### src/rtl/utils_pkg.sv
// rtl/utils_pkg.sv - shared arithmetic types and helpers for the utils datapath blocks
package utils_pkg;

  localparam int MAX_W = 64;

  typedef enum logic [1:0] {IDLE, RUN, FIX, DONE} div_state_t;

  // Two's-complement magnitude / conditional negate; callers slice the low bits they need.
  function automatic logic [MAX_W-1:0] abs_w(input logic [MAX_W-1:0] value, input logic negate);
    return negate ? -value : value;
  endfunction

endpackage

### src/rtl/fast_adder.sv
// rtl/fast_adder.sv - block carry-lookahead adder, ripple inside each group
module fast_adder #(
  parameter int word_width   = 16,
  parameter int cascade_size = 4
) (
  input  logic [word_width-1:0] i_a,
  input  logic [word_width-1:0] i_b,
  input  logic                  i_cin,
  output logic [word_width-1:0] o_sum,
  output logic                  o_cout
);

  localparam int NG = (word_width + cascade_size - 1) / cascade_size;

  logic [word_width-1:0] w_gen;
  logic [word_width-1:0] w_prop;
  logic [NG:0]           w_gcarry;

  assign w_gen       = i_a & i_b;
  assign w_prop      = i_a ^ i_b;
  assign w_gcarry[0] = i_cin;
  assign o_cout      = w_gcarry[NG];

  for (genvar g = 0; g < NG; g++) begin : g_grp
    localparam int LO = g * cascade_size;
    localparam int HI = (LO + cascade_size < word_width) ? LO + cascade_size : word_width;
    localparam int GW = HI - LO;

    logic [GW-1:0] w_c;
    logic [GW:0]   w_gc;
    logic          w_gp;

    assign w_c[0]  = w_gcarry[g];
    assign w_gc[0] = 1'b0;
    assign w_gp    = &w_prop[HI-1:LO];

    for (genvar k = 0; k < GW; k++) begin : g_bit
      assign o_sum[LO+k] = w_prop[LO+k] ^ w_c[k];
      assign w_gc[k+1]   = w_gen[LO+k] | (w_prop[LO+k] & w_gc[k]);
      if (k > 0) begin : g_rip
        assign w_c[k] = w_gen[LO+k-1] | (w_prop[LO+k-1] & w_c[k-1]);
      end
    end

    // Group carry skips straight across using group generate/propagate.
    assign w_gcarry[g+1] = w_gc[GW] | (w_gp & w_gcarry[g]);
  end

endmodule

### src/rtl/seq_divider.sv
// rtl/seq_divider.sv - iterative radix-2 restoring divider, signed or unsigned per transaction
module seq_divider #(
  parameter int WORD_WIDTH   = 16,
  parameter int CASCADE_SIZE = 4
) (
  input  logic                  clk,
  input  logic                  rst_n,
  input  logic                  in_valid,
  output logic                  in_ready,
  input  logic                  in_signed,
  input  logic [WORD_WIDTH-1:0] dividend,
  input  logic [WORD_WIDTH-1:0] divisor,
  output logic                  out_valid,
  input  logic                  out_ready,
  output logic [WORD_WIDTH-1:0] quotient,
  output logic [WORD_WIDTH-1:0] remainder,
  output logic                  div_zero
);

  import utils_pkg::*;

  localparam int W     = WORD_WIDTH;
  localparam int CNT_W = $clog2(WORD_WIDTH + 1);

  div_state_t       r_state;
  logic [W:0]       r_prem;
  logic [W-1:0]     r_dvd;
  logic [W-1:0]     r_dvs;
  logic [CNT_W-1:0] r_cnt;
  logic             r_neg_q;
  logic             r_neg_r;
  logic             r_dz;
  logic             r_in_ready;
  logic             r_out_valid;
  logic [W-1:0]     r_quotient;
  logic [W-1:0]     r_remainder;
  logic             r_div_zero;

  logic             w_dvd_neg;
  logic             w_dvs_neg;
  logic [MAX_W-1:0] w_dvd_full;
  logic [MAX_W-1:0] w_dvs_full;
  logic [MAX_W-1:0] w_q_full;
  logic [MAX_W-1:0] w_r_full;
  logic [W:0]       w_shift;
  logic [W:0]       w_diff;
  logic             w_no_borrow;
  logic             w_unused;

  assign w_dvd_neg  = in_signed & dividend[W-1];
  assign w_dvs_neg  = in_signed & divisor[W-1];
  assign w_dvd_full = abs_w(MAX_W'(dividend), w_dvd_neg);
  assign w_dvs_full = abs_w(MAX_W'(divisor), w_dvs_neg);
  assign w_q_full   = abs_w(MAX_W'(r_dvd), r_neg_q);
  assign w_r_full   = abs_w(MAX_W'(r_prem[W-1:0]), r_neg_r);

  // The remainder never exceeds the divisor, so r_prem[W] is only headroom for the shift.
  assign w_shift  = {r_prem[W-1:0], r_dvd[W-1]};
  assign w_unused = ^{r_prem[W], w_dvd_full, w_dvs_full, w_q_full, w_r_full};

  fast_adder #(
    .word_width  (W + 1),
    .cascade_size(CASCADE_SIZE)
  ) u_trial_sub (
    .i_a   (w_shift),
    .i_b   (~{1'b0, r_dvs}),
    .i_cin (1'b1),
    .o_sum (w_diff),
    .o_cout(w_no_borrow)
  );

  always_ff @(posedge clk or negedge rst_n) begin
    if (!rst_n) begin
      r_state     <= IDLE;
      r_prem      <= '0;
      r_dvd       <= '0;
      r_dvs       <= '0;
      r_cnt       <= '0;
      r_neg_q     <= 1'b0;
      r_neg_r     <= 1'b0;
      r_dz        <= 1'b0;
      r_in_ready  <= 1'b1;
      r_out_valid <= 1'b0;
      r_quotient  <= '0;
      r_remainder <= '0;
      r_div_zero  <= 1'b0;
    end else begin
      case (r_state)
        IDLE: begin
          if (in_valid) begin
            r_neg_q    <= w_dvd_neg ^ w_dvs_neg;
            r_neg_r    <= w_dvd_neg;
            r_prem     <= '0;
            r_cnt      <= '0;
            r_dvs      <= w_dvs_full[W-1:0];
            r_in_ready <= 1'b0;
            if (divisor == '0) begin
              r_dz    <= 1'b1;
              r_dvd   <= dividend;
              r_state <= FIX;
            end else begin
              r_dz    <= 1'b0;
              r_dvd   <= w_dvd_full[W-1:0];
              r_state <= RUN;
            end
          end
        end
        RUN: begin
          r_prem <= w_no_borrow ? w_diff : w_shift;
          r_dvd  <= {r_dvd[W-2:0], w_no_borrow};
          r_cnt  <= r_cnt + CNT_W'(1);
          if (r_cnt == CNT_W'(W - 1)) begin
            r_state <= FIX;
          end
        end
        FIX: begin
          r_out_valid <= 1'b1;
          r_div_zero  <= r_dz;
          if (r_dz) begin
            r_quotient  <= '1;
            r_remainder <= r_dvd;
          end else begin
            r_quotient  <= w_q_full[W-1:0];
            r_remainder <= w_r_full[W-1:0];
          end
          r_state <= DONE;
        end
        DONE: begin
          if (out_ready) begin
            r_out_valid <= 1'b0;
            r_in_ready  <= 1'b1;
            r_state     <= IDLE;
          end
        end
        default: r_state <= IDLE;
      endcase
    end
  end

  assign in_ready  = r_in_ready;
  assign out_valid = r_out_valid;
  assign quotient  = r_quotient;
  assign remainder = r_remainder;
  assign div_zero  = r_div_zero;

endmodule

### config.mk
export PLATFORM = sky130hd
export DESIGN_NAME = seq_divider
export DESIGN_NICKNAME = d
export VERILOG_FILES = /design/src/rtl/utils_pkg.sv /design/src/rtl/fast_adder.sv /design/src/rtl/seq_divider.sv
export SDC_FILE = /design/constraint.sdc
export NUM_CORES = 1
export LEC_CHECK = 0
export ABC_AREA = 1
export BUFFER_PORTS_ARGS = -buffer_cell sky130_fd_sc_hd__buf_2
export CORE_MARGIN = 4
export CORE_UTILIZATION = 49
export DETAILED_ROUTE_END_ITERATION = 16
export PLACE_DENSITY_LB_ADDON = 0.15
export SYNTH_ARGS = -nofsm -noshare
export SYNTH_HDL_FRONTEND = slang
export SYNTH_SLANG_ARGS = --single-unit
export TNS_END_PERCENT = 10
### constraint.sdc
create_clock -name clk -period 9 [get_ports clk]
set_clock_uncertainty 0.15 [all_clocks]
set_input_delay 1.35 -clock clk [delete_from_list [all_inputs] [get_ports clk]]
set_output_delay 1.35 -clock clk [all_outputs]
set_load 0.01 [all_outputs]
Yosys cells after proc, flatten, opt, wreduce, memory -nomap -nowiden
Index checks and enable logic that the tools add are counted.
{ "totals": {"inputBits": 37, "output_inout_bits": 35, "reg_bits": 93} }
{ "op_classes": {"muxes": 25, "n_bitwise": 78, "eq_ne": 7, "addsub": 5, "reduce_logical": 14} }
{ "ops": {"columns": ["cell", "n"], "rows": [
  ["16-bit 2-to-1 mux", 10],
  ["16-bit negator", 4],
  ["16-bit one-hot mux with 2 select lines", 2],
  ["1-bit AND", 29],
  ["1-bit bitwise OR", 29],
  ["17-bit AND", 1],
  ["16-bit NOT with 17-bit output", 1],
  ["17-bit XOR", 1],
  ["16-bit logical NOT", 1],
  ["4-bit AND reduction", 4],
  ["1-bit XOR", 16],
  ["5-bit one-hot mux with 2 select lines", 1],
  ["2-bit 2-to-1 mux", 4],
  ["2-bit one-hot mux with 4 select lines", 1],
  ["2-bit != test, second input constant", 3],
  ["2-bit AND reduction", 3],
  ["3-bit AND reduction", 2],
  ["2-bit nonzero test", 3],
  ["5-bit by 1-bit adder with 5-bit output, second input constant", 1],
  ["5-bit by 4-bit == test with 1-bit output, second input constant", 1],
  ["5-bit 2-to-1 mux", 1],
  ["2-bit == test, second input constant", 2],
  ["1-bit 2-to-1 mux", 4],
  ["1-bit one-hot mux with 2 select lines", 2],
  ["3 further kinds", 3]
]} }

Longest topological paths before layout
{ "depth": {"ltp_word": 22, "mapped_depth": 19, "ltp_nobuf": 19} }

By module
A second synthesis with hierarchy kept.
{ "hier_totals": {"cells_unflattened": 950, "area_unflattened_um2": 6606.3} }
{ "modules_own_cells": {"columns": ["module", "cells_each", "area_per_inst_um2", "seq_area_each_um2", "instances"], "rows": [
  ["seq_divider", 868, 5870.6, 2328.5, 1],
  ["fast_adder", 82, 735.7, 0.0, 1]
]} }

Worst setup path after synthesis
No wires, ideal clock.
{ "synth_path": {"path_kind": "reg2reg", "startpoint": "register r_prem[5]", "endpoint": "register r_prem[15]", "path_stages_with_launch": 15, "arrival_time_ps": 2785, "period_less_slack_ps": 3051, "setup_slack_ps": 5949, "setup_ps": 116, "path_buffers": 0, "cell_sequence": "dfrtp_1 -> ha_1 -> a21oi_1 -> nand2_1 -> a21oi_4 -> nand2_2 -> nand2_2 -> nand2_4 -> fa_1 -> fa_1 -> fa_1 -> xnor2_1 -> nand2_2 -> nand3_2 -> nand2_2"} }
{ "synth_via": {"elab_chain_len": 17, "elab_cells_between_ends": 24, "classes_between": "2 x mux; 21 x bitwise; 1 x reduce/logical"} }
{ "synth_lines": {"columns": ["element", "line_no", "text"], "rows": [
  ["from (decl)", "seq_divider.sv:26", "logic [W:0] r_prem;"],
  ["from (signal assigned)", "seq_divider.sv:109", "r_prem <= w_no_borrow ? w_diff : w_shift;"],
  ["17-bit XOR", "fast_adder.sv:20", "assign w_prop = i_a ^ i_b;"],
  ["1-bit AND", "fast_adder.sv:39", "assign w_gc[k+1] = w_gen[LO+k] | (w_prop[LO+k] & w_gc[k]);"],
  ["1-bit bitwise OR", "fast_adder.sv:39", null],
  ["1-bit AND", "fast_adder.sv:39", null],
  ["1-bit bitwise OR", "fast_adder.sv:39", null],
  ["1-bit bitwise OR *", "fast_adder.sv:46", "assign w_gcarry[g+1] = w_gc[GW] | (w_gp & w_gcarry[g]);"],
  ["1-bit AND *", "fast_adder.sv:46", null],
  ["1-bit bitwise OR *", "fast_adder.sv:46", null],
  ["1-bit AND", "fast_adder.sv:41", "assign w_c[k] = w_gen[LO+k-1] | (w_prop[LO+k-1] & w_c[k-1]);"],
  ["1-bit bitwise OR", "fast_adder.sv:41", null],
  ["1-bit AND", "fast_adder.sv:41", null],
  ["1-bit bitwise OR", "fast_adder.sv:41", null],
  ["1-bit AND", "fast_adder.sv:41", null],
  ["1-bit bitwise OR", "fast_adder.sv:41", null],
  ["1-bit XOR", "fast_adder.sv:38", "assign o_sum[LO+k] = w_prop[LO+k] ^ w_c[k];"],
  ["16-bit 2-to-1 mux *", "seq_divider.sv:109", null],
  ["16-bit one-hot mux with 2 select lines *", "seq_divider.sv:88", "case (r_state)"]
]} }
Every way passes the cells marked *; elsewhere a longest branch is shown, timed or not.
A chain may end at the register's enable or synchronous reset.

Worst setup path after layout
{ "layout_path": {"startpoint": "register r_dvd[15]", "endpoint": "register r_prem[15]"} }
{ "layout_via": {"elab_chain_len": 21, "elab_cells_between_ends": 27, "classes_between": "2 x mux; 24 x bitwise; 1 x reduce/logical"} }
{ "layout_lines": {"columns": ["element", "line_no", "text"], "rows": [
  ["from (decl)", "seq_divider.sv:27", "logic [W-1:0] r_dvd;"],
  ["from (signal assigned)", "seq_divider.sv:99", "r_dvd <= dividend;"],
  ["from (signal assigned)", "seq_divider.sv:103", "r_dvd <= w_dvd_full[W-1:0];"],
  ["from (signal assigned)", "seq_divider.sv:110", "r_dvd <= {r_dvd[W-2:0], w_no_borrow};"],
  ["17-bit AND", "fast_adder.sv:19", "assign w_gen = i_a & i_b;"],
  ["1-bit AND", "fast_adder.sv:39", null],
  ["1-bit bitwise OR", "fast_adder.sv:39", null],
  ["1-bit AND", "fast_adder.sv:39", null],
  ["1-bit bitwise OR", "fast_adder.sv:39", null],
  ["1-bit AND", "fast_adder.sv:39", null],
  ["1-bit bitwise OR", "fast_adder.sv:39", null],
  ["1-bit bitwise OR *", "fast_adder.sv:46", null],
  ["[... 5 more ...]", null, null],
  ["1-bit bitwise OR", "fast_adder.sv:41", null],
  ["1-bit AND", "fast_adder.sv:41", null],
  ["1-bit bitwise OR", "fast_adder.sv:41", null],
  ["1-bit AND", "fast_adder.sv:41", null],
  ["1-bit bitwise OR", "fast_adder.sv:41", null],
  ["1-bit XOR", "fast_adder.sv:38", null],
  ["16-bit 2-to-1 mux *", "seq_divider.sv:109", null],
  ["16-bit one-hot mux with 2 select lines *", "seq_divider.sv:88", null]
]} }
Marked as above.

==> implementation parameters <==
Parameter                              Value

Timing
  Post-layout minimum cycle time ... 3.34 ns
  Final-report hold violation count ... 0
  Setup-violating endpoint count in the final report ... 0
  Min setup slack post-route ... 5.66 ns
  Least-Margin Pin Slew ... 0.896 ns
  Number of max-slew violations in the final report ... 0
  Worst slew margin ... 40.3%
  Setup TNS ... 0 ns
  Period utilization ... 37.1%
  Peak clock frequency supported by timing ... 0.300 GHz
  Hold slack ... 0.333 ns
  Unrepaired setup endpoints after global routing ... false

Finish
  Number of fill cells in the layout ... 1176
  Area used by sequential logic in the layout ... 0.00233 sq mm
  Layout-stage area growth over the synthesis result ... 11.8%
  Share of final-layout standard cells stronger than drive strength 1 ... 16.6%
  Diodes inserted ... 0
  Final layout net count ... 947
  Final instance area ... 0.00697 sq mm
  Area taken by multi-input logic gates ... 0.00335 sq mm

CTS
  CTS-repair resized insts ... 0
  Clock-pin transition on the worst setup and hold timing paths ... 0.07 ns
  Clock root buffer master ... clkbuf_16
  CTS tree ... done
  Number of buffers on the longest clock path ... 2
  Source-to-sink clock delay at the later pin of the worst-skew pair ... 0.36 ns
  Hold-fix buffers at CTS ... 0
  Number of levels the H-tree was split into ... 3
  Number of clock sinks ... 93
  Number of CTS-inserted buffers ... 9
  Number of setup buffers added after CTS ... 0

Yosys
  Cell taking the most area after synthesis ... dfrtp_1
  Dominant combinational cell family by area after synthesis ... simple AND/OR/NAND/NOR gates
  Post-synthesis simple-gate area fraction ... 27.7%
  Most frequently used flop master after synthesis ... dfrtp_1
  Top area cells in the synthesized netlist ... dfrtp_1, nand2_1, inv_1
  Proportion of synthesized chip area in sequential cells ... 37.3%
  Unique masters post-synth ... 42
  Multiplexer area fraction after synthesis ... 0.181%
  Cell count after synthesis ... 813
  Total of flip-flops plus latches after synthesis ... 93
  Xor and xnor area share after synthesis ... 2.11%
  Synth async-reset ratio ... 100%
  Number of flops mapped to enable cells by yosys ... 0
  Warnings from Yosys ... 0
  Yosys top cell area share ... 36.9%
  Synthesized-area fraction occupied by ao, oa, aoi and oai cells ... 14.7%
  Synthesized area per cell ... 7.67 sq um
  Number of nets in the synthesized netlist ... 888
  Area of the mapped netlist ... 0.00624 sq mm
  Fraction of the mapped netlist area in adder cells ... 8.95%

Critical path
  Critical path endpoint category ... flip-flop
  Setup CP Type ... reg -> reg
  Most repeated library cell on the critical path ... nand2_2
  WP data arrival ... 3.43 ns
  Chain of cells forming the critical path ... inv_1 -> ha_1 -> nand4_1 -> nand3_2 -> nand2_2 -> nand2_2 -> nand2_2 -> nand2_4 -> fa_1 -> fa_1 -> fa_1 -> xnor2_1 -> nand2_2 -> nand3_2 -> nand2_2
  Family with the most delay on the worst path ... adder cells
  Cell at the slowest stage of the critical path ... dfrtp_1
  Bufs and invs on worst path ... 1
  Worst path required time ... 9.09 ns
  Setup crit start kind ... flip-flop
  Largest stage delay, worst path ... 0.46 ns
  Maximum fanout count along the critical path ... 4

Routing
  Detail Route Antenna Nets ... 0
  Vias per cell ... 5.46
  Number of design rule violations left after detail routing ... 0
  Number of iterations in the first detailed-routing pass ... 5
  Drt first-iter violations ... 469
  Via count of the routed design ... 5708
  Detailed Route WL ... 16.4 mm
  Routed wire per std cell ... 15.7 um

GRT
  Number of global-route vias before repair ... 5424
  Grt ovf ... 0
  Global-route wire length before repair ... 27.4 mm
  Global-route usage over all layers ... 23.5%
  Antenna violations before repair ... 0
  Pin count of the biggest net entering global routing ... 58

Floorplan
  Core footprint ... 0.0122 sq mm
  Die Span Y ... 121 um
  I/O pin count ... 72
  Chip Width ... 121 um
  Effective utilization at floorplan ... 51.1%
  Row count ... 40
  Die area ... 0.0146 sq mm

Power
  Power per Cell Area ... 392 mW/mm^2
  Leakage ... 0.00344 uW
  Worst supply voltage drop on vdd ... 0.000244 V
  Sum of internal, switching and leakage power ... 2730 uW

Placement
  Instance area after placement ... 0.00668 sq mm
  Half-perimeter wire length after detailed placement ... 12.6 mm
  Worst slack, placed ... 5.33 ns
  Total of buffers placed on input and output ports ... 71
  Routability-driven placement congestion ratio ... 0.941

Job
  Max-cap check violation count ... 0

Worst hold path
  Path class of the lowest-slack min-delay path ... reg -> reg

Run status
  Outcome ... finished clean
[Yosys cell counts, types with 8 or more instances]
library cell / count
o211ai_1: 17
nand2_2: 17
nand4_1: 10
o21ai_0: 54
xor2_1: 8
nand3_2: 11
o221ai_1: 11
inv_1: 103
nor2_1: 74
fa_1: 11
nand2_1: 167
nand3_1: 71
clkbuf_1: 13
ha_1: 27
a21oi_1: 42
inv_2: 8
a31oi_1: 15
dfrtp_1: 92
[cells in the final DEF (no fill, tap or decap), drive strengths merged, types with 7 or more instances in the layout]
cell type / count
a21oi: 43
a31oi: 15
buf: 74
clkbuf: 9
dfrtp: 92
fa: 11
ha: 27
inv: 115
nand2: 188
nand3: 82
nand4: 10
nor2: 79
nor3: 9
o211ai: 17
o21ai: 61
o221ai: 11
xnor2: 7
xor2: 8
[registers in the layout, indices dropped and copies added, names as in the netlist]
name,count
quotient,16
r_dvd,16
r_dvs,16
r_prem,16
remainder,16
r_cnt,5
r_state,2
div_zero,1
in_ready,1
out_valid,1
r_dz,1
r_neg_q,1
r_neg_r,1
[routing by layer]
layer	track usage [%]	share of wire (%)	vias to the layer above
met2	36.6	45	145
met4	7.65	1.9	0
met5	0	0	-
met3	2.48	4.8	23
met1	34.5	48	2735
li1	-	-	2805
[through the flow]
stage                     std cells  utilization [%]
final                          1045             57.1
after global routing           1045             57.1
after CTS                      1045             57.1
after detailed placement       1029             54.7
after global placement         1029             54.7
after floorplan                 813                -
[worst register-to-register path: cells and delay by family (launching register included)]
family	cells	cell delay [ns]
and+or+nand+nor	9	0.70
xor gates and xnor gates	1	0.21
adders and majority gates	4	1.54
DFF	1	0.46
buffers and inverters	1	0.17
[cells by family after synthesis]
group | count (synthesis)
and+or+nand+nor | 374
AOI/OAI and AO/OA | 155
buffers and inverters | 137
DFF | 93
adders and majority gates | 38
xor gates and xnor gates | 15
muxes | 1
[final cells by class]
type | count | share of cell area, %
multi-input cells | 583 | 48.0
flip-flops and latches | 93 | 33.4
inverters | 111 | 5.98
repair buffers | 74 | 5.46
clock buffers | 9 | 3.23
well taps | 168 | 3.02
clock inverters | 7 | 0.933
[power breakdown]
group	internal (uW)	switching [uW]	leakage [uW]
clock	194	184	0.000144
combinational	571	1000	0.00214
sequential	615	170	0.00115
[worst paths after layout]
path / start / end / slack (ns) / cells past startpoint
min in group asynchronous: rst_n / r_prem[14]$_DFFE_PN0P_ / 0.81 / 1
worst max register to register: r_dvd[15]$_DFFE_PN0P_ / r_prem[15]$_DFFE_PN0P_ / 5.66 / 15
worst min-delay path: div_zero$_DFFE_PN0P_ / div_zero$_DFFE_PN0P_ / 0.33 / 2
worst max-delay path: r_dvd[15]$_DFFE_PN0P_ / r_prem[15]$_DFFE_PN0P_ / 5.66 / 15
max in group asynchronous: rst_n / r_cnt[1]$_DFFE_PN0P_ / 6.80 / 2
worst min register to register: div_zero$_DFFE_PN0P_ / div_zero$_DFFE_PN0P_ / 0.33 / 2
(Power assumes the default switching activity.)
